**src/rtl/fm_port_arbiter.sv**
```systemverilog
// fm_port_arbiter
//   Shares one feature-map memory port between NUM_REQ engines (conv1, dws,
//   skip-fill, dw buffer path). A registered round-robin arbiter picks one
//   requester in IDLE. The grant then stays locked until that requester's beat
//   flagged req_last is accepted. Read beats push the requester index into a
//   tag FIFO. In-order memory responses pop that FIFO, which routes each
//   response back to the requester that issued the read.
//
// Ports
//   clk, rst_n                 clock, asynchronous active-low reset
//   req_valid/ready/we/last    per-requester beat handshake and attributes
//   req_addr, req_wdata        packed per-requester address / write data
//   rsp_valid, rsp_rdata       one-hot read-response valid, broadcast read data
//   mem_valid/ready/we         shared memory beat handshake
//   mem_addr, mem_wdata        shared memory address / write data
//   mem_rsp_valid/rdata        in-order memory read response (no backpressure)
//   grant_active, grant_idx    locked flag, current or last granted requester
//   err_rsp_unexp              sticky: response arrived with no outstanding read

module fm_port_arbiter #(
   parameter int NUM_REQ   = 4,
   parameter int ADDR_W    = 32,
   parameter int DATA_W    = 64,
   parameter int TAG_DEPTH = 8
) (
   input  logic                         clk,
   input  logic                         rst_n,
   input  logic [NUM_REQ-1:0]           req_valid,
   output logic [NUM_REQ-1:0]           req_ready,
   input  logic [NUM_REQ-1:0]           req_we,
   input  logic [NUM_REQ-1:0]           req_last,
   input  logic [NUM_REQ*ADDR_W-1:0]    req_addr,
   input  logic [NUM_REQ*DATA_W-1:0]    req_wdata,
   output logic [NUM_REQ-1:0]           rsp_valid,
   output logic [DATA_W-1:0]            rsp_rdata,
   output logic                         mem_valid,
   input  logic                         mem_ready,
   output logic                         mem_we,
   output logic [ADDR_W-1:0]            mem_addr,
   output logic [DATA_W-1:0]            mem_wdata,
   input  logic                         mem_rsp_valid,
   input  logic [DATA_W-1:0]            mem_rsp_rdata,
   output logic                         grant_active,
   output logic [$clog2(NUM_REQ)-1:0]   grant_idx,
   output logic                         err_rsp_unexp
);

   localparam int IDX_W = $clog2(NUM_REQ);
   localparam int PTR_W = $clog2(TAG_DEPTH);
   localparam int CNT_W = PTR_W + 1;
   localparam logic [CNT_W-1:0] TAG_FULL = CNT_W'(TAG_DEPTH);
   localparam logic [IDX_W-1:0] LAST_IDX = IDX_W'(NUM_REQ - 1);
   localparam logic [IDX_W-1:0] IDX_ZERO = {IDX_W{1'b0}};
   localparam logic [IDX_W-1:0] IDX_ONE  = IDX_W'(1);
   localparam logic [PTR_W-1:0] PTR_ONE  = PTR_W'(1);
   localparam logic [CNT_W-1:0] CNT_ZERO = {CNT_W{1'b0}};
   localparam logic [CNT_W-1:0] CNT_ONE  = CNT_W'(1);

   typedef enum logic [0:0] {
      ST_IDLE   = 1'b0,
      ST_LOCKED = 1'b1
   } state_e;

   state_e            state_q, state_d;
   logic [IDX_W-1:0]  grant_idx_q, grant_idx_d;
   logic [IDX_W-1:0]  rr_ptr_q, rr_ptr_d;
   logic [IDX_W-1:0]  tag_mem_q [TAG_DEPTH];
   logic [PTR_W-1:0]  tag_wr_q, tag_wr_d;
   logic [PTR_W-1:0]  tag_rd_q, tag_rd_d;
   logic [CNT_W-1:0]  tag_cnt_q, tag_cnt_d;
   logic              err_q, err_d;

   logic [ADDR_W-1:0] addr_a  [NUM_REQ];
   logic [DATA_W-1:0] wdata_a [NUM_REQ];

   logic              sel_valid_s, sel_we_s, sel_last_s;
   logic              mem_valid_s, accept_s, push_s, pop_s;
   logic              pick_found_s;
   logic [IDX_W-1:0]  pick_idx_s, cand_s;

   for (genvar i = 0; i < NUM_REQ; i++) begin : g_unpack
      assign addr_a[i]  = req_addr[i*ADDR_W +: ADDR_W];
      assign wdata_a[i] = req_wdata[i*DATA_W +: DATA_W];
   end

   // Pass-through from the granted requester; reads are held off while the tag FIFO is full.
   always_comb begin
      sel_valid_s = req_valid[grant_idx_q];
      sel_we_s    = req_we[grant_idx_q];
      sel_last_s  = req_last[grant_idx_q];
      req_ready   = {NUM_REQ{1'b0}};
      if (state_q == ST_LOCKED) begin
         // Registered count only: a pop in this cycle does not free a slot until the next one.
         mem_valid_s = sel_valid_s && (sel_we_s || (tag_cnt_q < TAG_FULL));
         mem_we      = sel_we_s;
         mem_addr    = addr_a[grant_idx_q];
         mem_wdata   = wdata_a[grant_idx_q];
      end else begin
         mem_valid_s = 1'b0;
         mem_we      = 1'b0;
         mem_addr    = {ADDR_W{1'b0}};
         mem_wdata   = {DATA_W{1'b0}};
      end
      accept_s = mem_valid_s && mem_ready;
      if (accept_s) begin
         req_ready[grant_idx_q] = 1'b1;
      end else begin
         req_ready = {NUM_REQ{1'b0}};
      end
      mem_valid = mem_valid_s;
   end

   // Round-robin search: first valid requester at or after rr_ptr, wrapping.
   always_comb begin
      pick_found_s = 1'b0;
      pick_idx_s   = rr_ptr_q;
      cand_s       = rr_ptr_q;
      for (int k = 0; k < NUM_REQ; k++) begin
         if (!pick_found_s && req_valid[cand_s]) begin
            pick_found_s = 1'b1;
            pick_idx_s   = cand_s;
         end else begin
            pick_found_s = pick_found_s;
         end
         if (cand_s == LAST_IDX) begin
            cand_s = IDX_ZERO;
         end else begin
            cand_s = cand_s + IDX_ONE;
         end
      end
   end

   // Grant FSM next state: lock on a pick, release on acceptance of the last beat.
   always_comb begin
      state_d     = state_q;
      grant_idx_d = grant_idx_q;
      rr_ptr_d    = rr_ptr_q;
      case (state_q)
         ST_IDLE: begin
            if (pick_found_s) begin
               state_d     = ST_LOCKED;
               grant_idx_d = pick_idx_s;
            end else begin
               state_d = ST_IDLE;
            end
         end
         ST_LOCKED: begin
            if (accept_s && sel_last_s) begin
               state_d  = ST_IDLE;
               rr_ptr_d = (grant_idx_q == LAST_IDX) ? IDX_ZERO : (grant_idx_q + IDX_ONE);
            end else begin
               state_d = ST_LOCKED;
            end
         end
         default: begin
            state_d = ST_IDLE;
         end
      endcase
   end

   // Tag FIFO bookkeeping and response routing; an empty-FIFO response only flags an error.
   always_comb begin
      push_s    = accept_s && !sel_we_s;
      pop_s     = mem_rsp_valid && (tag_cnt_q != CNT_ZERO);
      tag_wr_d  = push_s ? (tag_wr_q + PTR_ONE) : tag_wr_q;
      tag_rd_d  = pop_s  ? (tag_rd_q + PTR_ONE) : tag_rd_q;
      case ({push_s, pop_s})
         2'b10:   tag_cnt_d = tag_cnt_q + CNT_ONE;
         2'b01:   tag_cnt_d = tag_cnt_q - CNT_ONE;
         default: tag_cnt_d = tag_cnt_q;
      endcase
      err_d     = err_q | (mem_rsp_valid && (tag_cnt_q == CNT_ZERO));
      rsp_valid = {NUM_REQ{1'b0}};
      if (pop_s) begin
         rsp_valid[tag_mem_q[tag_rd_q]] = 1'b1;
      end else begin
         rsp_valid = {NUM_REQ{1'b0}};
      end
   end

   // State, pointer, FIFO and error registers; reset drops any grant and flushes the FIFO.
   always_ff @(posedge clk or negedge rst_n) begin
      if (!rst_n) begin
         state_q     <= ST_IDLE;
         grant_idx_q <= IDX_ZERO;
         rr_ptr_q    <= IDX_ZERO;
         tag_wr_q    <= {PTR_W{1'b0}};
         tag_rd_q    <= {PTR_W{1'b0}};
         tag_cnt_q   <= CNT_ZERO;
         err_q       <= 1'b0;
         for (int i = 0; i < TAG_DEPTH; i++) begin
            tag_mem_q[i] <= IDX_ZERO;
         end
      end else begin
         state_q     <= state_d;
         grant_idx_q <= grant_idx_d;
         rr_ptr_q    <= rr_ptr_d;
         tag_wr_q    <= tag_wr_d;
         tag_rd_q    <= tag_rd_d;
         tag_cnt_q   <= tag_cnt_d;
         err_q       <= err_d;
         if (push_s) begin
            tag_mem_q[tag_wr_q] <= grant_idx_q;
         end
      end
   end

   assign grant_active  = (state_q == ST_LOCKED);
   assign grant_idx     = grant_idx_q;
   assign err_rsp_unexp = err_q;
   assign rsp_rdata     = mem_rsp_rdata;

endmodule

```
**config.mk**
```make
export PLATFORM = sky130hd
export DESIGN_NAME = fm_port_arbiter
export DESIGN_NICKNAME = d
export VERILOG_FILES = /design/src/rtl/fm_port_arbiter.sv
export SDC_FILE = /design/constraint.sdc
export NUM_CORES = 1
export LEC_CHECK = 0
export CAP_MARGIN = 15
export CORE_AREA = 5 5 245 247
export DETAILED_ROUTE_END_ITERATION = 10
export DIE_AREA = 0 0 250 252
export DONT_BUFFER_PORTS = 1
export GPL_TIMING_DRIVEN = 0
export SYNTH_ARGS = -nofsm -noshare
export SYNTH_HDL_FRONTEND = slang
export SYNTH_SLANG_ARGS = --single-unit
```
**constraint.sdc**
```tcl
create_clock -name clk -period 2.9 [get_ports clk]
set_clock_uncertainty 0.05 [all_clocks]
set_input_delay 0.29 -clock clk [delete_from_list [all_inputs] [get_ports clk]]
set_output_delay 0.29 -clock clk [all_outputs]
set_load 0.02 [all_outputs]
```
==> summary.md, run 1 <==
| Metric | Value |
|---|---|
| CTS tree | built |
| Peak supply drop | 0.673 mV |
| Total number of vias | 4831 |
| Residual DRC count | 0 |
| Syn nets | 956 |
| Iter 0 DRT Violations | 684 |
| Pin count of the biggest net entering global routing | 33 |
| Area growth syn-to-layout | 26.8% |
| EDFF count, synth | 0 |
| Worst Hold Endpoint | err_rsp_unexp |
| Peak fanout along the critical path | 7 |
| Worst Path Arrival | 3.12 ns |
| P_int | 3470 µW |
| Post-route ant nets | 0 |
| Slew @ Worst Pin | 0.712 ns |
| Die Y | 252 µm |
| Synth warnings | 0 |
| Hold path cells | 1 |
| Pwr dens | 1110 nW/µm² |
| Core footprint | 57400 µm² |
| Mapped Cells | 482 |
| Sw Share | 54.9% |
| Initial antenna violation count | 38 |
| Sequential share of power | 11.0% |
| Period minus WS final | 3.01 ns |
| Root Buffer | clkbuf_16 |
| Min Hold Slack | 0.0800 ns |
| GR Overflow Total | 0 |
| R2R cell count | 10 |
| First-pass GRT wire length | 47.4 mm |
| Worst hold path class | in2reg |
| Clk buf depth | 2 |
| Fin. Hold Viols | 0 |
| I/O Pins | 638 |
| Failing checks | negative setup slack |
| MaxCap Viol Count | 0 |
| Worst skew pair latency | 0.28 ns |
| Vias in the first global route | 4784 |
| Post-Synthesis Cell Area | 5460 µm² |
| Maximum clock rate | 332 MHz |
| Setup TNS | -0.570 ns |
| Yosys reg bits | 32 |
| Commonest non-fill, non-tap cells in the layout | mux4_2, and2_1, buf_4, dfrtp_1, clkbuf_1 |
| Post-synthesis sequential area ratio | 14.7% |
| Die width | 250 µm |
| Reg-to-reg startpoint | grant_idx[0] |
| Crit path kind | reg2reg |
| Status | finished with violations |
| I/O Buffers | 0 |
| Flop2flop setup slack | -0.11 ns |
| P_sw | 4230 µW |
| Vias per inst | 3.77 |
| GRT Total Usage | 10.9% |
| Worst r2r dst | tag_cnt_q[2] |
| Setup ws final | -0.111 ns |
| Clock transition at path regs | 0.05 ns |
| Min-delay src | mem_rsp_valid |
| Clk sinks | 32 |
| Async SR Flop Fraction | 100% |
| Top FF cell, synth | dfrtp_1 |
| Slew HR | 52.5% |
| Setup violations, final | 12 |
| Wirelength, routed | 38.3 mm |
| Unrepaired setup endpoints after global routing | yes |
| Max Transition Viols Final | 0 |
| Initial Util | 9.51% |
| Mean Syn Cell Area | 11.3 µm² |
| Design area | 6920 µm² |
| Worst setup EP type | register |
| Clock power frac | 6.8% |
| Setup WS pre-CTS | -0.960 ns |
| Leak | 0.00242 µW |
| Gate power share | 82.2% |
| Cell Area, Placed | 6450 µm² |
| Share of layout cells above drive strength 1 | 50.6% |
| Startpoint type of the worst setup path | register |
| Wire per inst | 29.9 µm |
| Post-DP HPWL | 34.2 mm |
| H-tree depth | 2 |
| Drt first pass iters | 5 |
| Period utilisation layout | 104% |
| Total clock buffers created by CTS | 5 |
| Die area | 63000 µm² |
| Worst EP required | 3.01 ns |
| Most common cell after layout, fill and taps aside | mux4_2 |
| Post-synth cell types | 45 |
| Cell Rows | 88 |
| Final net count | 977 |
| Routability Congestion | 1.01 |
| Total power | 7700 µW |
## cell usage after synthesis, types with 2 or more instances
library cell | instances | area (µm²)
a21oi_1 | 5 | 25.0
and3_1 | 6 | 37.5
mux4_2 | 104 | 2340
nor2b_1 | 2 | 12.5
mux2i_1 | 6 | 60.1
ha_1 | 10 | 125
or2_2 | 3 | 18.8
and2_1 | 97 | 607
mux2_2 | 18 | 203
a31oi_1 | 3 | 18.8
nor3b_1 | 2 | 15.0
nand2_1 | 13 | 48.8
xnor2_1 | 4 | 35.0
nor3_1 | 5 | 25.0
a21o_1 | 2 | 15.0
xor2_1 | 6 | 52.6
nor3b_2 | 2 | 25.0
a211oi_1 | 2 | 15.0
buf_2 | 5 | 25.0
nor2_1 | 15 | 56.3
nand2b_1 | 2 | 12.5
buf_1 | 10 | 37.5
nand3b_1 | 3 | 22.5
nand3_1 | 3 | 15.0
buf_4 | 64 | 480
clkbuf_1 | 27 | 101
dfrtp_1 | 32 | 801
inv_1 | 9 | 33.8
mux2_1 | 4 | 45.0
o21ai_0 | 3 | 15.0
## layout make-up
cell class / count / area, µm²
multi-input combinational: 334 / 4080
buffer: 106 / 714
antenna: 11 / 27.5
inverter: 9 / 33.8
timing repair buffer: 15 / 151
clock buffer: 8 / 146
tap: 765 / 957
fill: 6545 / 50400
sequential: 32 / 803
## what timing repair did
item	CTS	global route
pin swaps	10	4
hold buffers	2	0
setup endpoints to repair	119	64
gates resized for setup	58	17
setup buffers	9	3
hold endpoints to repair	32	0
## power groups by stage
stage	Clock [µW]	Combinational [µW]	Sequential, µW
after CTS	536	6390	837
after global placement	0	5990	820
final	527	6330	844
after detailed placement	0	6100	833
after floorplan	0	4640	775
after global routing	551	6770	867
## state kept, by name (all words and copies together) (netlist names)
register / cells
tag_mem_q: 16
tag_cnt_q: 4
tag_rd_q: 3
tag_wr_q: 3
grant_idx: 2
rr_ptr_q: 2
err_rsp_unexp: 1
grant_active: 1
## worst max-delay path, cell delays in order (launching register included)
cell and delay, ns:
dfrtp_2 0.51, buf_12 0.19, mux4_2 0.53, or4b_4 0.55
ha_4 0.19, xor2_2 0.14, ha_2 0.20, a21oi_2 0.13
xor2_1 0.17, nor2_1 0.08, xor2_1 0.14
## cells by family after synthesis
logic type / synth area share, %
AO/OA/AOI/OAI: 2.80
XOR/XNOR: 1.61
adder cells (fa/ha/maj): 2.29
buffers and inverters: 12.6
flip-flops: 14.7
multiplexers: 48.6
AND/OR/NAND/NOR: 17.4
## worst max-delay path by stage
stage | to | slack (ns) | from
2_1_floorplan | tag_cnt_q[2] | 0.02 | grant_idx[0]
3_3_place_gp | mem_wdata[0] | -0.87 | grant_idx[1]
3_5_place_dp | mem_wdata[0] | -0.96 | grant_idx[1]
4_1_cts | tag_cnt_q[2] | -0.20 | grant_idx[0]
5_1_grt | tag_cnt_q[3] | -0.16 | grant_idx[0]
6_report | tag_cnt_q[2] | -0.11 | grant_idx[0]
## routing by layer
layer | wire [µm] | vias to the layer above | track usage [%] | part of all wire, %
met5 | 157 | - | 0 | 0.41
met3 | 5560 | 75 | 6.49 | 15
met2 | 17600 | 465 | 17.3 | 46
met1 | 14300 | 2451 | 13.1 | 37
met4 | 653 | 24 | 1.33 | 1.7
li1 | - | 1816 | - | -
## per-stage QoR
step	cells	utilization (%)
after CTS	1267	11.9
final	1280	12.1
after global placement	1247	11.2
after floorplan	482	-
after detailed placement	1248	11.2
after global routing	1273	12.0
Power figures use the tool's default switching activity.
==> run 2: changes to the inputs <==
Settings changed: CORE_AREA 5 5 245 247 to 5 5 247 249, DIE_AREA 0 0 250 252 to 0 0 252 254.
==> run 2 against run 1 <==
  * Critical path depth unchanged
  * The flow still finishes with violations (negative setup slack)
  * Via count down 0.19%
  * Maximum frequency up 3.2%
==> summary.md, run 2 (synthesis results as in run 1) <==
| Metric | Value |
|---|---|
| Drt first pass iters | 5 |
| Crit path kind | reg2reg |
| Wirelength, routed | 40.3 mm |
| Clock transition at path regs | 0.05 ns |
| GRT Total Usage | 11.1% |
| Startpoint type of the worst setup path | register |
| Vias per inst | 3.75 |
| Period utilisation layout | 101% |
| Unrepaired setup endpoints after global routing | yes |
| Routability Congestion | 0.959 |
| Core footprint | 58500 µm² |
| Maximum clock rate | 343 MHz |
| Max reg flops | 16 |
| Setup violations, final | 1 |
| Worst skew pair latency | 0.28 ns |
| Fin cells | 1286 |
| Wire per inst | 31.3 µm |
| Most common cell after layout, fill and taps aside | mux4_2 |
| Worst EP required | 3.00 ns |
| Status | finished with violations |
| Largest regs | tag_mem_q (16), tag_cnt_q (4) |
| Clk sinks | 32 |
| Commonest non-fill, non-tap cells in the layout | mux4_2, and2_1, buf_4, dfrtp_1, clkbuf_1 |
| Failing checks | negative setup slack |
| Worst hold path class | in2reg |
| H-tree depth | 2 |
| Period minus WS final | 2.92 ns |
| Total number of vias | 4822 |
| Setup ws final | -0.0181 ns |
| Die area | 64000 µm² |
| Fillcell total | 6694 |
| Vias in the first global route | 4801 |
| Pin count of the biggest net entering global routing | 33 |
| Residual DRC count | 0 |
| I/O Buffers | 0 |
| I/O Pins | 638 |
| Cell Rows | 89 |
| Leak | 0.00238 µW |
| Post-route ant nets | 0 |
| Worst Path Arrival | 3.02 ns |
| Total power | 7890 µW |
| Clk buf depth | 2 |
| Initial antenna violation count | 42 |
| Initial Util | 9.33% |
| Post-DP HPWL | 36.0 mm |
| Area growth syn-to-layout | 25.8% |
| MaxCap Viol Count | 0 |
| Max Transition Viols Final | 0 |
| CTS tree | built |
| GR Overflow Total | 0 |
| Share of layout cells above drive strength 1 | 49.0% |
| Slew HR | 37.7% |
| Worst setup EP type | register |
| Total clock buffers created by CTS | 5 |
| First-pass GRT wire length | 48.3 mm |
| Die width | 252 µm |
| Iter 0 DRT Violations | 313 |
| Largest reg by FF count | tag_mem_q |
| Peak fanout along the critical path | 6 |
| Root Buffer | clkbuf_16 |
| Die Y | 254 µm |
| Peak supply drop | 0.625 mV |
| Placed cell count | 1255 |
| Final net count | 971 |
| Pwr dens | 1150 nW/µm² |
| Slew @ Worst Pin | 0.934 ns |
| Fin. Hold Viols | 0 |
==> run 2: critical path, stage by stage (launching register included) <==
cell     delay, ns
dfrtp_4       0.55
buf_12        0.14
mux4_2        0.49
or4b_4        0.54
ha_4          0.20
xor2_1        0.14
ha_2          0.18
a21oi_2       0.11
xor2_1        0.16
nor2_1        0.08
xor2_1        0.14
==> run 2: worst paths after layout <==
path | slack (ns) | end | startpoint | depth (start not counted)
worst max-delay path | -0.02 | tag_cnt_q[2] | grant_idx[0] | 10
worst min-delay path | 0.09 | err_rsp_unexp | mem_rsp_valid | 1
worst max register to register | -0.02 | tag_cnt_q[2] | grant_idx[0] | 10
worst min register to register | 0.43 | tag_mem_q[12] | tag_mem_q[12] | 1
max in group asynchronous | 2.19 | grant_idx[0] | rst_n | 2
min in group asynchronous | 0.41 | tag_cnt_q[2] | rst_n | 2
==> run 2: stage by stage <==
stage	instance area, µm²	utilization [%]	hold slack, ns	TNS, ns	worst slack (ns)
after detailed placement	6450	11.0	-0.0546	-30.32	-0.793
final	6860	11.7	0.0864	-0.0181	-0.0181
after CTS	6730	11.5	0.0850	-4.41	-0.208
after floorplan	5480	-	-0.0556	0	0.0229
after global placement	6440	11.0	-0.0547	-43.18	-0.891
after global routing	6840	11.7	0.0861	-0.268	-0.0848
==> run 2: routing by layer <==
layer	up-vias	wire length, µm	track usage, %
met5	-	197	0
met4	28	1030	2.53
met3	86	5950	6.25
met2	430	18900	17.5
met1	2475	14200	13.2
li1	1803	-	-
==> run 2: report_power, final <==
part           internal, µW  total (µW)  switching, µW
Sequential              631         850            218
Combinational          2450        6450           4000
Clock                   403         599            196
Total                  3480        7890           4410
==> run 2: cell type report <==
| type | count | area, µm² | area share, % |
|---|---|---|---|
| clock inverters | 3 | 42.5 | 0.620 |
| multi-input cells | 334 | 4030 | 58.7 |
| well taps | 773 | 967 | 14.1 |
| plain buffers | 105 | 706 | 10.3 |
| diodes | 15 | 37.5 | 0.547 |
| flip-flops and latches | 32 | 806 | 11.7 |
| repair buffers | 10 | 120 | 1.75 |
| clock buffers | 5 | 125 | 1.82 |
| inverters | 9 | 33.8 | 0.492 |
==> run 2: timing repair <==
item	4_1_cts	5_1_grt
gates cloned	0	1
endpoints found under the setup margin	122	61
setup buffers	3	4
pin swaps	0	4
gates resized for setup	34	23
hold endpoints to repair	32	0
hold buffers	2	0
